### config.mk
export PLATFORM = sky130hd
export DESIGN_NAME = gen1_tx_scheduler
export DESIGN_NICKNAME = d
export VERILOG_FILES = /design/src/rtl/gen1_tx_scheduler.sv
export SDC_FILE = /design/constraint.sdc
export NUM_CORES = 1
export LEC_CHECK = 0
export ABC_AREA = 1
export CAP_MARGIN = 30
export CORE_ASPECT_RATIO = 1.1
export CORE_MARGIN = 2
export CORE_UTILIZATION = 45
export CTS_CLUSTER_SIZE = 16
export DETAILED_ROUTE_END_ITERATION = 16
export PLACE_DENSITY = 0.82
export SLEW_MARGIN = 10
export SYNTH_ARGS = -nofsm -noshare
export SYNTH_HDL_FRONTEND = slang
export SYNTH_SLANG_ARGS = --single-unit
### constraint.sdc
create_clock -name clk_i -period 9.45 [get_ports clk_i]
set_clock_uncertainty 0.15 [all_clocks]
set_input_delay 1.89 -clock clk_i [delete_from_list [all_inputs] [get_ports clk_i]]
set_output_delay 1.89 -clock clk_i [all_outputs]
set_load 0.05 [all_outputs]
### src/rtl/gen1_tx_scheduler.sv
// ---------------------------------------------------------------------------
// gen1_tx_scheduler
//
// Gen1/Gen2 transmit sequencer sitting in front of the per-lane 8b/10b
// scrambler input. Three symbol sources share one 32-bit symbol stream with
// per-byte K flags:
//   * link-layer packet data (data_*)
//   * LTSSM ordered sets such as TS1/TS2/EIOS (os_*)
//   * periodic SKP ordered sets generated internally
// Gaps are filled with logical idle (D0.0). Sources are only switched at
// packet / ordered-set boundaries, so the scrambler never sees an
// interleaved stream.
//
// Parameters:
//   SKP_INTERVAL     symbol times between SKP OS schedules
//   MAX_PENDING_SKP  saturation limit of deferred SKP requests
//   SKP_COUNT        SKP symbols following COM in each SKP OS
//
// Ports:
//   clk_i          symbol-rate clock
//   rst_i          asynchronous active-low reset
//   pipe_width_i   active bytes x 8 (8/16/32, anything else means 32)
//   out_ready_i    PHY accepts the output beat this cycle
//   data_i/data_k_i/data_valid_i/data_last_i/data_ready_o
//                  link-layer beat channel, byte 0 = [7:0] sent first
//   os_i/os_k_i/os_valid_i/os_last_i/os_ready_o
//                  ordered-set beat channel
//   skp_block_i    suppress SKP scheduling (compliance, Detect, elec. idle)
//   data_o/data_k_o/data_valid_o
//                  registered symbol beat towards the scrambler
//   skp_count_o    number of SKP OS inserted (statistics build only)
//
// Build option:
//   GEN1_TX_SKP_STATS_EN  when defined, skp_count_o counts every inserted
//                         SKP OS (wrapping at 16 bits); otherwise it is tied
//                         to zero and no counter exists.
// ---------------------------------------------------------------------------
module gen1_tx_scheduler #(
    parameter int SKP_INTERVAL    = 1180,
    parameter int MAX_PENDING_SKP = 2,
    parameter int SKP_COUNT       = 3
) (
    input  logic        clk_i,
    input  logic        rst_i,
    input  logic [5:0]  pipe_width_i,
    input  logic        out_ready_i,
    input  logic [31:0] data_i,
    input  logic [3:0]  data_k_i,
    input  logic        data_valid_i,
    input  logic        data_last_i,
    output logic        data_ready_o,
    input  logic [31:0] os_i,
    input  logic [3:0]  os_k_i,
    input  logic        os_valid_i,
    input  logic        os_last_i,
    output logic        os_ready_o,
    input  logic        skp_block_i,
    output logic [31:0] data_o,
    output logic [3:0]  data_k_o,
    output logic        data_valid_o,
    output logic [15:0] skp_count_o
);

    localparam int CNT_W    = $clog2(SKP_INTERVAL + 4) + 1;
    localparam int PEND_W   = $clog2(MAX_PENDING_SKP + 1) + 1;
    localparam int SKP_SYMS = SKP_COUNT + 1;
    localparam int BEAT_W   = $clog2(SKP_SYMS + 1) + 1;

    localparam logic [7:0]       SYM_COM    = 8'hBC;
    localparam logic [7:0]       SYM_SKP    = 8'h1C;
    localparam logic [CNT_W-1:0] INTERVAL_C = CNT_W'(SKP_INTERVAL);

    typedef enum logic [1:0] {
        ST_IDLE,
        ST_SKP,
        ST_OS,
        ST_DATA
    } state_t;

    typedef enum logic [1:0] {
        GNT_NONE,
        GNT_SKP,
        GNT_OS,
        GNT_DATA
    } grant_t;

    state_t              state_q;
    state_t              state_d;
    grant_t              grant;
    logic [2:0]          width_q;
    logic [2:0]          width_eff;
    logic [CNT_W-1:0]    interval_q;
    logic [CNT_W-1:0]    interval_d;
    logic [CNT_W-1:0]    interval_sum;
    logic                skp_due;
    logic [PEND_W-1:0]   pending_q;
    logic [PEND_W-1:0]   pending_d;
    logic [BEAT_W-1:0]   skp_beat_q;
    logic [BEAT_W-1:0]   skp_beat_d;
    logic [31:0]         beat_data;
    logic [3:0]          beat_k;
    logic                skp_final;

    // Bytes per beat from the PIPE width code; unsupported codes mean 4 bytes.
    function automatic logic [2:0] decode_width(input logic [5:0] pw);
        case (pw)
            6'd8:    return 3'd1;
            6'd16:   return 3'd2;
            default: return 3'd4;
        endcase
    endfunction

    // The width is sampled live while idle and frozen for the rest of a
    // packet / ordered set, so a width change never splits a transfer.
    assign width_eff = (state_q == ST_IDLE) ? decode_width(pipe_width_i) : width_q;

    // Source grant: in IDLE the priority is SKP > OS > DATA; in any other
    // state the owner of the current transfer keeps the grant until its
    // boundary. Ready is only offered in IDLE when the source is valid, so a
    // source dropping valid before acceptance loses nothing.
    always_comb begin
        grant = GNT_NONE;
        case (state_q)
            ST_IDLE: begin
                if (pending_q != '0) begin
                    grant = GNT_SKP;
                end else if (os_valid_i) begin
                    grant = GNT_OS;
                end else if (data_valid_i) begin
                    grant = GNT_DATA;
                end
            end
            ST_SKP:  grant = GNT_SKP;
            ST_OS:   grant = GNT_OS;
            ST_DATA: grant = GNT_DATA;
            default: grant = GNT_NONE;
        endcase
    end

    assign data_ready_o = out_ready_i && (grant == GNT_DATA);
    assign os_ready_o   = out_ready_i && (grant == GNT_OS);

    // Beat construction and next state. A SKP OS is the symbol string
    // COM, SKP x SKP_COUNT cut into width-sized beats; the beat index says
    // which slice goes out now. The first SKP beat is produced directly from
    // IDLE, so a full-width SKP OS never visits the SKP state at all.
    // Underrun in DATA emits an idle beat but keeps the packet's grant.
    always_comb begin
        int w;
        int beat;
        int sym;
        beat_data  = '0;
        beat_k     = '0;
        state_d    = state_q;
        skp_beat_d = skp_beat_q;
        skp_final  = 1'b0;
        w          = int'(width_eff);
        beat       = (state_q == ST_SKP) ? int'(skp_beat_q) : 0;
        sym        = 0;
        case (grant)
            GNT_SKP: begin
                for (int b = 0; b < 4; b++) begin
                    sym = beat * w + b;
                    if (b < w && sym < SKP_SYMS) begin
                        beat_data[8*b +: 8] = (sym == 0) ? SYM_COM : SYM_SKP;
                        beat_k[b]           = 1'b1;
                    end
                end
                if ((beat + 1) * w >= SKP_SYMS) begin
                    skp_final  = 1'b1;
                    state_d    = ST_IDLE;
                    skp_beat_d = '0;
                end else begin
                    state_d    = ST_SKP;
                    skp_beat_d = BEAT_W'(beat + 1);
                end
            end
            GNT_OS: begin
                state_d = ST_OS;
                if (os_valid_i) begin
                    beat_data = os_i;
                    beat_k    = os_k_i;
                    if (os_last_i) begin
                        state_d = ST_IDLE;
                    end
                end
            end
            GNT_DATA: begin
                state_d = ST_DATA;
                if (data_valid_i) begin
                    beat_data = data_i;
                    beat_k    = data_k_i;
                    if (data_last_i) begin
                        state_d = ST_IDLE;
                    end
                end
            end
            default: begin
                state_d = ST_IDLE;
            end
        endcase
        for (int b = 0; b < 4; b++) begin
            if (b >= w) begin
                beat_data[8*b +: 8] = 8'h00;
                beat_k[b]           = 1'b0;
            end
        end
    end

    // SKP scheduling. The interval accumulator keeps the remainder so the
    // long-term SKP rate is exact for every width. Pending requests saturate;
    // a request arriving on the same beat that finishes a SKP OS cancels out
    // against it. While blocked, the accumulator freezes and requests vanish.
    always_comb begin
        int p;
        interval_sum = interval_q + CNT_W'(width_eff);
        skp_due      = (interval_sum >= INTERVAL_C);
        interval_d   = skp_due ? (interval_sum - INTERVAL_C) : interval_sum;
        p = int'(pending_q) + (skp_due ? 1 : 0)
            - ((skp_final && (pending_q != '0)) ? 1 : 0);
        if (p > MAX_PENDING_SKP) begin
            p = MAX_PENDING_SKP;
        end
        if (p < 0) begin
            p = 0;
        end
        pending_d = PEND_W'(p);
        if (skp_block_i) begin
            interval_d = interval_q;
            pending_d  = '0;
        end
    end

    // Control state only moves when the PHY takes a beat; with out_ready_i
    // low the whole scheduler stalls, including SKP accounting.
    always_ff @(posedge clk_i or negedge rst_i) begin
        if (!rst_i) begin
            state_q    <= ST_IDLE;
            width_q    <= 3'd4;
            interval_q <= '0;
            pending_q  <= '0;
            skp_beat_q <= '0;
        end else if (out_ready_i) begin
            state_q    <= state_d;
            width_q    <= width_eff;
            interval_q <= interval_d;
            pending_q  <= pending_d;
            skp_beat_q <= skp_beat_d;
        end
    end

    // Output register: one cycle from source acceptance to data_o. Once out
    // of reset every accepted cycle carries a valid beat (idle if nothing
    // else), and a stalled cycle simply holds the previous beat.
    always_ff @(posedge clk_i or negedge rst_i) begin
        if (!rst_i) begin
            data_o       <= '0;
            data_k_o     <= '0;
            data_valid_o <= 1'b0;
        end else if (out_ready_i) begin
            data_o       <= beat_data;
            data_k_o     <= beat_k;
            data_valid_o <= 1'b1;
        end
    end

`ifdef GEN1_TX_SKP_STATS_EN
    logic [15:0] skp_count_q;

    // Counts completed SKP ordered sets; wraps silently at 16 bits.
    always_ff @(posedge clk_i or negedge rst_i) begin
        if (!rst_i) begin
            skp_count_q <= '0;
        end else if (out_ready_i && skp_final) begin
            skp_count_q <= skp_count_q + 16'd1;
        end
    end

    assign skp_count_o = skp_count_q;
`else
    assign skp_count_o = '0;
`endif

endmodule

==> results of run 1 <==
==> synthesized netlist by cell type (3+ instances only) <==
cell	n
a21oi_1	10
a22o_1	7
buf_2	5
buf_4	16
clkbuf_1	9
dfrtp_1	60
fa_1	8
ha_1	31
inv_1	81
inv_2	4
nand2_1	308
nand2_2	15
nand3_1	63
nand3b_1	4
nand4_1	7
nor2_1	46
nor2_4	4
nor3_1	4
nor4_1	3
o211ai_1	3
o21ai_0	12
o22ai_1	4
or2_2	3
xnor2_1	7
xor2_1	7
==> routing by layer <==
layer  wire [um]  up-vias  GRT usage [%]
met5           0        -              0
li1            -     2527              -
met1        5391     2277          26.57
met3         809       25          5.805
met4         358        0          10.27
met2        6379      156          39.52
==> worst paths after layout <==
| path | startpoint | to | slack (ns) |
|---|---|---|---|
| min in group asynchronous | rst_i | data_o[6] | 1.59 |
| max in group asynchronous | rst_i | data_valid_o | 7.03 |
| worst min register to register | data_o[6] | data_o[6] | 0.33 |
| worst min-delay path | data_o[6] | data_o[6] | 0.33 |
| worst max-delay path | pipe_width_i[3] | pending_q[0] | 2.75 |
| worst max register to register | state_q[0] | pending_q[0] | 3.88 |
==> area by class of cell <==
cell class                      instances  area [sq um]  share of cell area (%)
Sequential cell                        61          1528                   23.10
Inverter                               87         327.8                   4.956
Tap cell                              147         183.9                   2.781
Clock buffer                           11         252.7                   3.821
Clock inverter                          5         58.81                  0.8891
Timing Repair Buffer                  128          1266                   19.14
Multi-Input combinational cell        575          2997                   45.31
==> flip-flops by register name (all words and copies together), names as in the netlist <==
register	count
data_o	32
interval_q	12
data_k_o	4
skp_beat_q	4
pending_q	3
width_q	3
state_q	2
data_valid_o	1
==> cell families after synthesis <==
family / Yosys count / synth area share [%]
and+or+nand+nor: 463 / 39.68
adders and majority gates: 39 / 11.01
xor gates and xnor gates: 15 / 3.016
DFF: 61 / 30.69
buffers and inverters: 118 / 10.25
other: 1 / 0.07532
AOI/OAI and AO/OA: 42 / 5.278
==> stage by stage <==
step           hold WS, ns  setup slack [ns]  util, %
6_report            0.3255             2.750    60.90
5_1_grt             0.3450             2.315    60.90
2_1_floorplan       0.2955             3.307        -
3_3_place_gp        0.3102             2.605    58.03
4_1_cts             0.3301             2.752    60.90
3_5_place_dp        0.3142             2.440    58.03
==> critical path, stage by stage <==
cell	delay, ns
clkdlybuf4s50_1	0.45
inv_1	0.04
nor2_1	0.08
nand3_1	0.07
nand2_1	0.07
inv_1	0.04
nand2_1	0.10
nand2_2	0.14
inv_1	0.20
nor2_1	0.07
ha_1	0.30
fa_1	0.54
fa_1	0.49
nor4_1	0.26
o211ai_1	0.13
a21oi_1	0.22
nor3_1	0.08
ha_1	0.28
inv_1	0.06
ha_1	0.16
inv_1	0.06
fa_1	0.50
o21ai_0	0.09
nor2_1	0.08
o21ai_0	0.11
o32ai_1	0.26
==> power by group through the flow <==
| stage | combinational (uW) | clock (uW) | sequential [uW] |
|---|---|---|---|
| 6_report | 1120 | 343 | 426 |
| 5_1_grt | 1240 | 357 | 439 |
| 4_1_cts | 1130 | 348 | 425 |
| 3_5_place_dp | 1120 | 0 | 425 |
| 3_3_place_gp | 1110 | 0 | 426 |
| 2_1_floorplan | 585 | 0 | 634 |
==> reports/summary.json, run 1 <==
{
  "clk_path_buf_depth": {"value": 2},
  "net_count_reported_at_finish": {"value": 987},
  "share_of_layout_cells_above_drive_strength_1": {"value": 6.228, "unit": "%"},
  "synth_top_flop_cell": {"value": "dfrtp_1"},
  "start_util": {"value": 45.84, "unit": "%"},
  "cts_tree": {"value": "yes"},
  "layout_common_cells": {"value": "nand2_1 (308), clkdlybuf4s50_1 (123), inv_1 (81), nand3_1 (63), dfrtp_1 (60)"},
  "seq_area_frac_synth": {"value": 30.69, "unit": "%"},
  "total_negative_slack_for_setup_checks": {"value": 0, "unit": "ns"},
  "first_global_vias": {"value": 4864},
  "yosysTopAreaCellShare": {"value": 30.16, "unit": "%"},
  "core_region_area": {"value": 10860, "unit": "sq um"},
  "maxCapViolCount": {"value": 0},
  "outcome": {"value": "complete, no violations"},
  "worst_r2r_path_depth": {"value": 23},
  "die_area": {"value": 11920, "unit": "sq um"},
  "cts_root_buffer": {"value": "clkbuf_16"},
  "cellLeakagePower": {"value": 0.003562, "unit": "uW"},
  "setup_violations": {"value": 0},
  "routabilityCongestion": {"value": 0.8687},
  "nFillCells": {"value": 994},
  "worst_margin_pin_slew": {"value": 0.8037, "unit": "ns"},
  "firstDrtPassIters": {"value": 4},
  "power_density": {"value": 286.1, "unit": "nW/um^2"},
  "cell_area_reported_after_detailed_placement": {"value": 6302, "unit": "sq um"},
  "instances_no_fill": {"value": 1014},
  "worst_hold_path_type": {"value": "flop to flop"},
  "crit_path_dat": {"value": 6.78, "unit": "ns"},
  "post-route-drc-count": {"value": 0},
  "cts_buffers": {"value": 9},
  "port_buffers": {"value": 124},
  "netlist.top_cell.by_area": {"value": "dfrtp_1"},
  "postSynthCellCount": {"value": 739},
  "dp.cells": {"value": 998},
  "maxSlewHeadroom": {"value": 46.42, "unit": "%"},
  "syn-cell-area": {"value": 4979, "unit": "sq um"},
  "htreeDepth": {"value": 3},
  "num_antenna_cells": {"value": 0},
  "grt.overflow.total": {"value": 0},
  "detail_route.wl_per_cell": {"value": 12.76, "unit": "um"},
  "postCtsSetupBuffers": {"value": 0},
  "grt_setup_unrepaired": {"value": "no"},
  "commonest_non_fill_non_tap_cell_in_the_layout": {"value": "nand2_1"},
  "total_routing_usage_gr": {"value": 22.76, "unit": "%"},
  "postRouteWirelength": {"value": 12940, "unit": "um"},
  "post_synth.cell_area_avg": {"value": 6.737, "unit": "sq um"},
  "number_of_flip_flops_and_latches_in_the_synthesized_netlist": {"value": 61},
  "number_of_enable_type_register_cells_in_the_synthesized_netlist": {"value": 0},
  "whs_path_depth": {"value": 1},
  "grt_start_max_net_pins": {"value": 62},
  "dp.final_hpwl": {"value": 9906, "unit": "um"},
  "die_x": {"value": 104.3, "unit": "um"},
  "worst_path_fanout_max": {"value": 8},
  "floorplan.rows": {"value": 40},
  "synth_cell_types": {"value": 43},
  "cts_resized": {"value": 0},
  "clock_transition_at_the_registers_of_the_reported_paths": {"value": 0.06, "unit": "ns"},
  "area_growth_synth_to_finish": {"value": 32.85, "unit": "%"},
  "design_area": {"value": 6614, "unit": "sq um"},
  "clock_latency": {"value": 0.33, "unit": "ns"},
  "cts_hold_buf": {"value": 0},
  "startpoint_type": {"value": "input pin"},
  "required_time_at_the_worst_slack_endpoint": {"value": 9.53, "unit": "ns"},
  "drt_first_iter_violations": {"value": 265},
  "power": {"value": 1892, "unit": "uW"},
  "share_seq_of_total_power": {"value": 22.5, "unit": "%"},
  "clock.fmax": {"value": 149.3, "unit": "MHz"},
  "antenna_left": {"value": 0},
  "fin_crit_sh": {"value": 70.90, "unit": "%"},
  "antenna_found_initial": {"value": 0},
  "ys.warnings.count": {"value": 0},
  "netSwitchingPower": {"value": 944.1, "unit": "uW"},
  "power.share.combinational": {"value": 59.4, "unit": "%"},
  "maxSlewViolCount": {"value": 0},
  "clkPwrFrac": {"value": 18.1, "unit": "%"},
  "die_h": {"value": 114.3, "unit": "um"},
  "final_hold_viol_count": {"value": 0},
  "global_route_wire_length_before_repair": {"value": 22110, "unit": "um"},
  "design.portCount": {"value": 141},
  "irDropWorstVdd": {"value": 0.0001663, "unit": "V"},
  "timing.critical_path.to_type": {"value": "flop"},
  "post_synth_main_area_contributors": {"value": "dfrtp_1 (30%), nand2_1 (23%), ha_1 (7.8%)"},
  "net_switching_share_of_the_total_power": {"value": 49.89, "unit": "%"},
  "via_count": {"value": 4985},
  "viasPerCell": {"value": 4.916},
  "async_flop_share": {"value": 100.0, "unit": "%"},
  "post_route_minimum_period": {"value": 6.700, "unit": "ns"},
  "intPower": {"value": 948.0, "unit": "uW"},
  "number_of_sinks_driven_by_the_clock_tree": {"value": 61},
  "path_class": {"value": "input pin to flop"}
}
Note: power is estimated with default switching activity, not from simulation.
==> run 2, diff against run 1 <==
--- a/config.mk
+++ b/config.mk
@@ -9,10 +9,10 @@
 export CAP_MARGIN = 30
 export CORE_ASPECT_RATIO = 1.1
 export CORE_MARGIN = 2
-export CORE_UTILIZATION = 45
+export CORE_UTILIZATION = 44
 export CTS_CLUSTER_SIZE = 16
 export DETAILED_ROUTE_END_ITERATION = 16
-export PLACE_DENSITY = 0.82
+export PLACE_DENSITY = 0.84
 export SLEW_MARGIN = 10
 export SYNTH_ARGS = -nofsm -noshare
 export SYNTH_HDL_FRONTEND = slang
==> constraint.sdc (replaced) <==
create_clock -name clk_i -period 5.5 [get_ports clk_i]
set_clock_uncertainty 0.15 [all_clocks]
set_input_delay 1.1 -clock clk_i [delete_from_list [all_inputs] [get_ports clk_i]]
set_output_delay 1.1 -clock clk_i [all_outputs]
set_load 0.05 [all_outputs]
==> reports/summary.json, run 2 (synthesis gave the netlist of run 1 again) <==
{
  "cp_max_stage_delay": {"value": 0.54, "unit": "ns", "change": "about the same"},
  "cts_root_buffer": {"value": "clkbuf_16"},
  "regMostFlops": {"value": "data_o"},
  "dp.final_hpwl": {"value": 10200, "unit": "um", "change": "+3.0%"},
  "start_util": {"value": 45.42, "unit": "%", "change": "-0.42 points"},
  "power_density": {"value": 503.0, "unit": "nW/um^2", "change": "+76%"},
  "share_of_layout_cells_above_drive_strength_1": {"value": 11.70, "unit": "%", "change": "+5.5 points"},
  "finish.utilization": {"value": 62.36, "unit": "%", "change": "+1.5 points"},
  "startpoint_type": {"value": "input pin"},
  "required_time_at_the_worst_slack_endpoint": {"value": 5.58, "unit": "ns", "change": "-3.95 ns"},
  "maxCapViolCount": {"value": 0, "change": "unchanged"},
  "net_count_reported_at_finish": {"value": 1009, "change": "+2.2%"},
  "post-route-drc-count": {"value": 0, "change": "unchanged"},
  "antenna_left": {"value": 0, "change": "unchanged"},
  "num_antenna_cells": {"value": 0, "change": "unchanged"},
  "global_route_wire_length_before_repair": {"value": 22850, "unit": "um", "change": "+3.3%"},
  "largest_registers": {"value": "data_o (32), interval_q (12)"},
  "critical-path-slowest-cell": {"value": "fa_2"},
  "antenna_found_initial": {"value": 0, "change": "unchanged"},
  "detail_route.wl_per_cell": {"value": 13.17, "unit": "um", "change": "+3.2%"},
  "die_x": {"value": 105.4, "unit": "um", "change": "+1.1%"},
  "final_hold_viol_count": {"value": 0, "change": "unchanged"},
  "area_growth_synth_to_finish": {"value": 37.30, "unit": "%"},
  "die_area": {"value": 12180, "unit": "sq um", "change": "+2.2%"},
  "die_h": {"value": 115.6, "unit": "um", "change": "+1.1%"},
  "worst-path-buf-inv": {"value": 5, "change": "-1"},
  "cts_tree": {"value": "yes"},
  "largest_register_ff_count": {"value": 32, "change": "unchanged"},
  "core_region_area": {"value": 10960, "unit": "sq um", "change": "+0.92%"},
  "viasPerCell": {"value": 4.933, "change": "+0.35%"},
  "crit_path_dat": {"value": 5.42, "unit": "ns", "change": "-1.36 ns"},
  "post_route_minimum_period": {"value": 5.334, "unit": "ns"},
  "via_count": {"value": 5111, "change": "+2.5%"},
  "grt_start_max_net_pins": {"value": 62, "change": "unchanged"},
  "design.portCount": {"value": 141, "change": "unchanged"},
  "maxSlewHeadroom": {"value": 47.78, "unit": "%", "change": "+1.4 points"},
  "fin_crit_sh": {"value": 96.99, "unit": "%"},
  "clk_path_buf_depth": {"value": 2, "change": "unchanged"},
  "total_routing_usage_gr": {"value": 23.28, "unit": "%", "change": "+0.52 points"},
  "worst_margin_pin_slew": {"value": 0.7833, "unit": "ns", "change": "-0.02039 ns"},
  "design_area": {"value": 6835, "unit": "sq um", "change": "+3.3%"},
  "routabilityCongestion": {"value": 0.9171, "change": "+5.6%"},
  "maxSlewViolCount": {"value": 0, "change": "unchanged"},
  "grt.overflow.total": {"value": 0, "change": "unchanged"},
  "nFillCells": {"value": 963, "change": "-3.1%"},
  "setup_violations": {"value": 0, "change": "unchanged"},
  "cts_buffers": {"value": 9, "change": "unchanged"},
  "first_global_vias": {"value": 5068, "change": "+4.2%"},
  "worst_hold_path_type": {"value": "flop to flop"},
  "number_of_sinks_driven_by_the_clock_tree": {"value": 61, "change": "unchanged"},
  "timing.critical_path.to_type": {"value": "flop"},
  "htreeDepth": {"value": 3, "change": "unchanged"},
  "path_class": {"value": "input pin to flop"},
  "clock_transition_at_the_registers_of_the_reported_paths": {"value": 0.06, "unit": "ns", "change": "about the same"},
  "layout_common_cells": {"value": "nand2_1 (306), clkdlybuf4s50_1 (116), inv_1 (76), nand3_1 (62), dfrtp_1 (60)"},
  "cell_area_reported_after_detailed_placement": {"value": 6427, "unit": "sq um", "change": "+2.0%"},
  "clock_latency": {"value": 0.33, "unit": "ns", "change": "about the same"},
  "commonest_non_fill_non_tap_cell_in_the_layout": {"value": "nand2_1"},
  "postRouteWirelength": {"value": 13640, "unit": "um", "change": "+5.5%"},
  "port_buffers": {"value": 124, "change": "unchanged"},
  "cellLeakagePower": {"value": 0.003679, "unit": "uW", "change": "+3.3%"},
  "outcome": {"value": "complete, no violations"},
  "cp_top_family": {"value": "adder cells"},
  "firstDrtPassIters": {"value": 5, "change": "+1"},
  "clock.fmax": {"value": 187.5, "unit": "MHz"},
  "drt_first_iter_violations": {"value": 244, "change": "-7.9%"},
  "floorplan.rows": {"value": 40, "change": "unchanged"},
  "power": {"value": 3438, "unit": "uW", "change": "+82%"},
  "irDropWorstVdd": {"value": 0.0003038, "unit": "V", "change": "+83%"},
  "worst_path_fanout_max": {"value": 3, "change": "-5"}
}
## run 2: timing repair
action	in CTS	in global routing
cloned	0	0
pin swaps	5	18
setup endpoints to repair	2	2
resized for setup	6	35
hold buffers	0	0
buffers inserted	1	4
## run 2: path summary, 6_finish.rpt
| kind | slack [ns] | end | startpoint | cells past startpoint |
|---|---|---|---|---|
| min in group asynchronous | 0.79 | data_o[25] | rst_i | 2 |
| worst min-delay path | 0.33 | data_o[20] | data_o[20] | 2 |
| worst max register to register | 0.22 | pending_q[0] | state_q[0] | 23 |
| worst min register to register | 0.33 | data_o[20] | data_o[20] | 2 |
| max in group asynchronous | 3.90 | data_o[28] | rst_i | 2 |
| worst max-delay path | 0.17 | pending_q[0] | pipe_width_i[0] | 25 |
## run 2: area by class of cell
cell class	instances	area, sq um	area share (%)
Tap cell	147	183.9	2.691
Clock buffer	13	270.3	3.954
Multi-Input combinational cell	575	3070	44.92
Sequential cell	61	1528	22.35
Clock inverter	3	43.79	0.6407
Inverter	87	330.3	4.833
Timing Repair Buffer	150	1409	20.61
## run 2: stage by stage
stage / TNS, ns / setup WS [ns] / hold slack (ns) / instances
global route: -0.04731 / -0.04731 / 0.3552 / 1036
global placement: -0.6029 / -0.3220 / 0.3113 / 1015
finish: 0 / 0.1657 / 0.3255 / 1036
floorplan: 0 / 0.1468 / 0.2955 / 754
detailed placement: -1.025 / -0.5386 / 0.3145 / 1015
CTS: 0 / 0.002325 / 0.3290 / 1032
## run 2: worst reg2reg max path, stage by stage, from the launching register on
cell	delay, ns
dfrtp_1	0.38
inv_1	0.10
nor2_2	0.15
inv_1	0.10
nor2_2	0.17
ha_1	0.24
xor2_2	0.17
nor2_1	0.07
ha_1	0.29
fa_1	0.53
fa_1	0.52
nor4_2	0.32
o211ai_1	0.17
a21oi_2	0.19
nor3_2	0.07
ha_1	0.31
inv_2	0.08
ha_4	0.14
inv_4	0.04
fa_2	0.54
o21ai_2	0.06
nor2_1	0.09
o21ai_1	0.09
o32ai_1	0.21
## run 2: power breakdown
part           switching (uW)  leakage, uW  internal [uW]
registers                 119     0.000811            615
clock network             207     0.000156            388
logic                    1350      0.00271            754
## run 2: per-layer routing
| metal | global-route usage [%] | vias to the layer above | share of wire, % |
|---|---|---|---|
| met5 | 0 | - | 0 |
| met4 | 11.64 | 0 | 3.5 |
| met3 | 5.906 | 44 | 7.1 |
| met2 | 41.29 | 179 | 51 |
| met1 | 26.11 | 2316 | 39 |
| li1 | - | 2572 | - |
==> run 3, diff against run 2 <==
--- a/config.mk
+++ b/config.mk
@@ -5,7 +5,6 @@
 export SDC_FILE = /design/constraint.sdc
 export NUM_CORES = 1
 export LEC_CHECK = 0
-export ABC_AREA = 1
 export CAP_MARGIN = 30
 export CORE_ASPECT_RATIO = 1.1
 export CORE_MARGIN = 2
==> reports/summary.json, run 3 <==
{
  "power_density": {"value": 499.2, "unit": "nW/um^2", "change": "-0.75%"},
  "layout_common_cells": {"value": "clkdlybuf4s50_1 (116), dfrtp_1 (60), inv_1 (51), buf_4 (50), nor2_1 (45)"},
  "irDropWorstVdd": {"value": 0.0002676, "unit": "V", "change": "-12%"},
  "cts_root_buffer": {"value": "clkbuf_16"},
  "first_global_vias": {"value": 4948, "change": "-2.4%"},
  "die_h": {"value": 114.1, "unit": "um", "change": "-1.3%"},
  "whs_path_depth": {"value": 1, "change": "-1"},
  "finish.utilization": {"value": 64.13, "unit": "%", "change": "+1.8 points"},
  "cp_max_stage_delay": {"value": 0.60, "unit": "ns", "change": "+0.06 ns"},
  "clock_transition_at_the_registers_of_the_reported_paths": {"value": 0.05, "unit": "ns", "change": "about the same"},
  "core_region_area": {"value": 10810, "unit": "sq um", "change": "-1.4%"},
  "dp.final_hpwl": {"value": 11360, "unit": "um", "change": "+11%"},
  "clock_latency": {"value": 0.33, "unit": "ns", "change": "about the same"},
  "synth-simple-area-share": {"value": 19.03, "unit": "%", "change": "-21 points"},
  "synth_compound_area_share": {"value": 22.70, "unit": "%", "change": "+17 points"},
  "cts_buffers": {"value": 9, "change": "unchanged"},
  "synth_cell_types": {"value": 74, "change": "+72%"},
  "critical_path.cell_chain": {"value": "clkbuf_2, or4_4, nor3_4, or2_4, nor2_4, ha_4, fa_2, fa_1, nor4_2, and3_1, nor3_2, ha_2, inv_2, ha_4, inv_2, fa_2, xnor2_2, nand3_1, nand2_1, o21ai_1"},
  "final_hold_viol_count": {"value": 0, "change": "unchanged"},
  "via_count": {"value": 5054, "change": "-1.1%"},
  "syn-cell-area": {"value": 4846, "unit": "sq um", "change": "-2.7%"},
  "firstDrtPassIters": {"value": 7, "change": "+2"},
  "worst_hold_slack": {"value": 0.3221, "unit": "ns", "change": "-0.003439 ns"},
  "worst_hold_path_type": {"value": "flop to flop"},
  "seq_area_frac_synth": {"value": 31.53, "unit": "%", "change": "+0.84 points"},
  "drt_first_iter_violations": {"value": 490, "change": "+100%"},
  "synth_most_common_cell": {"value": "dfrtp_1"},
  "number_of_enable_type_register_cells_in_the_synthesized_netlist": {"value": 0, "change": "unchanged"},
  "start_util": {"value": 44.83, "unit": "%", "change": "-0.60 points"},
  "largest_family_of_logic_cells_by_synthesized_area": {"value": "compound AO/OA/AOI/OAI gates"},
  "total_routing_usage_gr": {"value": 26.05, "unit": "%", "change": "+2.8 points"},
  "power": {"value": 3461, "unit": "uW", "change": "+0.66%"},
  "path_class": {"value": "input pin to flop"},
  "netlist.top_cell.by_area": {"value": "dfrtp_1"},
  "grt.overflow.total": {"value": 0, "change": "unchanged"},
  "r2r-start": {"value": "state_q[1]"},
  "critical-path-slowest-cell": {"value": "or4_4"},
  "worst_margin_pin_slew": {"value": 0.9467, "unit": "ns", "change": "+0.1634 ns"},
  "maxSlewViolCount": {"value": 0, "change": "unchanged"},
  "viasPerCell": {"value": 5.856, "change": "+19%"},
  "required_time_at_the_worst_slack_endpoint": {"value": 5.54, "unit": "ns", "change": "-0.04 ns"},
  "routabilityCongestion": {"value": 0.9600, "change": "+4.7%"},
  "post-route-drc-count": {"value": 0, "change": "unchanged"},
  "yosysTopAreaCellShare": {"value": 30.98, "unit": "%", "change": "+0.83 points"},
  "postRouteWirelength": {"value": 15630, "unit": "um", "change": "+15%"},
  "outcome": {"value": "complete, no violations"},
  "design.portCount": {"value": 141, "change": "unchanged"},
  "maxSlewHeadroom": {"value": 36.76, "unit": "%", "change": "-11 points"},
  "antenna_left": {"value": 0, "change": "unchanged"},
  "largest_register_ff_count": {"value": 32, "change": "unchanged"},
  "postSynthCellCount": {"value": 552, "change": "-25%"},
  "maxCapViolCount": {"value": 0, "change": "unchanged"},
  "number_of_flip_flops_and_latches_in_the_synthesized_netlist": {"value": 61, "change": "unchanged"},
  "hold_start": {"value": "data_valid_o"},
  "commonest_non_fill_non_tap_cell_in_the_layout": {"value": "clkdlybuf4s50_1"},
  "crit_path_dat": {"value": 5.42, "unit": "ns", "change": "about the same"},
  "post_synth_xor_area_fraction": {"value": 4.699, "unit": "%", "change": "+1.7 points"},
  "nFillCells": {"value": 835, "change": "-13%"},
  "number_of_sinks_driven_by_the_clock_tree": {"value": 61, "change": "unchanged"},
  "post_route_minimum_period": {"value": 5.374, "unit": "ns", "change": "+0.04017 ns"},
  "grt_start_max_net_pins": {"value": 62, "change": "unchanged"},
  "synthMuxAreaShare": {"value": 1.291, "unit": "%", "change": "+1.3 points"},
  "cts_tree": {"value": "yes"},
  "ys.warnings.count": {"value": 0, "change": "unchanged"},
  "die_area": {"value": 11870, "unit": "sq um", "change": "-2.6%"},
  "largest_registers": {"value": "data_o (32), interval_q (12)"},
  "multiInputGateArea": {"value": 3119, "unit": "sq um", "change": "+1.6%"},
  "regMostFlops": {"value": "data_o"},
  "num_antenna_cells": {"value": 0, "change": "unchanged"},
  "die_x": {"value": 104.1, "unit": "um", "change": "-1.3%"},
  "worst_path_fanout_max": {"value": 4, "change": "+1"},
  "startpoint_type": {"value": "input pin"},
  "global_route_wire_length_before_repair": {"value": 24740, "unit": "um", "change": "+8.3%"},
  "share_of_layout_cells_above_drive_strength_1": {"value": 18.30, "unit": "%", "change": "+6.6 points"},
  "post_synth.cell_area_avg": {"value": 8.779, "unit": "sq um", "change": "+30%"},
  "worst_r2r_path_depth": {"value": 21, "change": "-8.7%"},
  "timing.critical_path.to_type": {"value": "flop"},
  "worstReg2RegEnd": {"value": "pending_q[1]"},
  "synth_commonest_cells": {"value": "dfrtp_1 (60), inv_1 (53), nor2_1 (48)"},
  "r2r_setup_slack": {"value": 0.31, "unit": "ns", "change": "+0.09 ns"},
  "fin_crit_sh": {"value": 97.72, "unit": "%", "change": "+0.73 points"},
  "antenna_found_initial": {"value": 0, "change": "unchanged"},
  "cellLeakagePower": {"value": 0.003089, "unit": "uW", "change": "-16%"},
  "clk_path_buf_depth": {"value": 2, "change": "unchanged"},
  "detail_route.wl_per_cell": {"value": 18.11, "unit": "um", "change": "+38%"},
  "async_flop_share": {"value": 100.0, "unit": "%", "change": "unchanged"},
  "net_count_reported_at_finish": {"value": 836, "change": "-17%"},
  "post_synth_main_area_contributors": {"value": "dfrtp_1 (31%), ha_1 (8.0%), inv_1 (4.1%)"},
  "port_buffers": {"value": 124, "change": "unchanged"},
  "setup_violations": {"value": 0, "change": "unchanged"},
  "floorplan.rows": {"value": 40, "change": "unchanged"},
  "htreeDepth": {"value": 3, "change": "unchanged"},
  "synth_top_flop_cell": {"value": "dfrtp_1"},
  "combined_flip_flop_and_latch_cell_area": {"value": 1528, "unit": "sq um", "change": "unchanged"},
  "hold-path-endpoint": {"value": "data_valid_o"},
  "area_growth_synth_to_finish": {"value": 43.07, "unit": "%"},
  "clock.fmax": {"value": 186.1, "unit": "MHz", "change": "-0.75%"},
  "synth-adder-area-share": {"value": 11.31, "unit": "%", "change": "+0.30 points"}
}
## run 3: worst max path at each step
| stage | start | end | slack [ns] | cells past startpoint |
|---|---|---|---|---|
| 2_1_floorplan | pipe_width_i[1] | pending_q[1] | 0.02 | 20 |
| 3_3_place_gp | pipe_width_i[1] | pending_q[1] | -0.45 | 20 |
| 3_5_place_dp | pipe_width_i[1] | pending_q[1] | -0.75 | 20 |
| 4_1_cts | pipe_width_i[5] | pending_q[1] | 0.02 | 20 |
| 5_1_grt | pipe_width_i[1] | pending_q[1] | -0.03 | 24 |
| 6_report | pipe_width_i[1] | pending_q[1] | 0.13 | 20 |
## run 3: cell families after synthesis
family          after synthesis
simple gates                174
compound gates              153
buf+inv                      95
flops                        61
fa+ha+maj                    39
xor+xnor                     23
mux                           6
other cells                   1
## run 3: report_power, final
| part | leakage, uW | switching [uW] | internal (uW) |
|---|---|---|---|
| registers | 0.000773 | 159 | 608 |
| logic | 0.00217 | 1260 | 865 |
| clock network | 0.000146 | 221 | 352 |
| total | 0.00309 | 1640 | 1830 |
## run 3: repair_timing
action	CTS	global route
endpoints found under the setup margin	2	2
resized for setup	26	23
setup buffers	2	3
pin swaps	16	18
hold buffers	0	0
endpoints found under the hold margin	0	0
## run 3: final cells by class
cell class / instances / area share (%)
sequential: 61 / 22.04
timing repair buffer: 175 / 23.14
clock buffer: 9 / 3.249
inverter: 53 / 2.870
tap: 147 / 2.653
multi-input combinational: 411 / 44.99
clock inverter: 7 / 1.065
## run 3: metrics by stage
step / cells / setup WS (ns) / cell area (sq um) / setup TNS, ns
after floorplan: 567 / 0.02343 / 4920 / 0
after global placement: 842 / -0.4470 / 6427 / -1.013
after detailed placement: 842 / -0.7498 / 6427 / -2.263
after CTS: 860 / 0.01635 / 6823 / 0
after global routing: 863 / -0.02828 / 6933 / -0.02876
final: 863 / 0.1255 / 6933 / 0
## run 3: critical path, delay by kind of cell
kind / cells / cell delay [ns]
xor gates and xnor gates: 1 / 0.18
buffers and inverters: 3 / 0.19
adders and majority gates: 6 / 2.03
AOI/OAI and AO/OA: 1 / 0.08
and+or+nand+nor: 9 / 1.83
## run 3: routing by layer
layer / up-vias / routed length (um) / global-route usage [%]
li1: 2286 / - / -
met1: 2425 / 6295 / 32.11
met2: 306 / 7615 / 44.52
met3: 37 / 1372 / 5.976
met4: 0 / 344 / 10.36
met5: - / 0 / 0
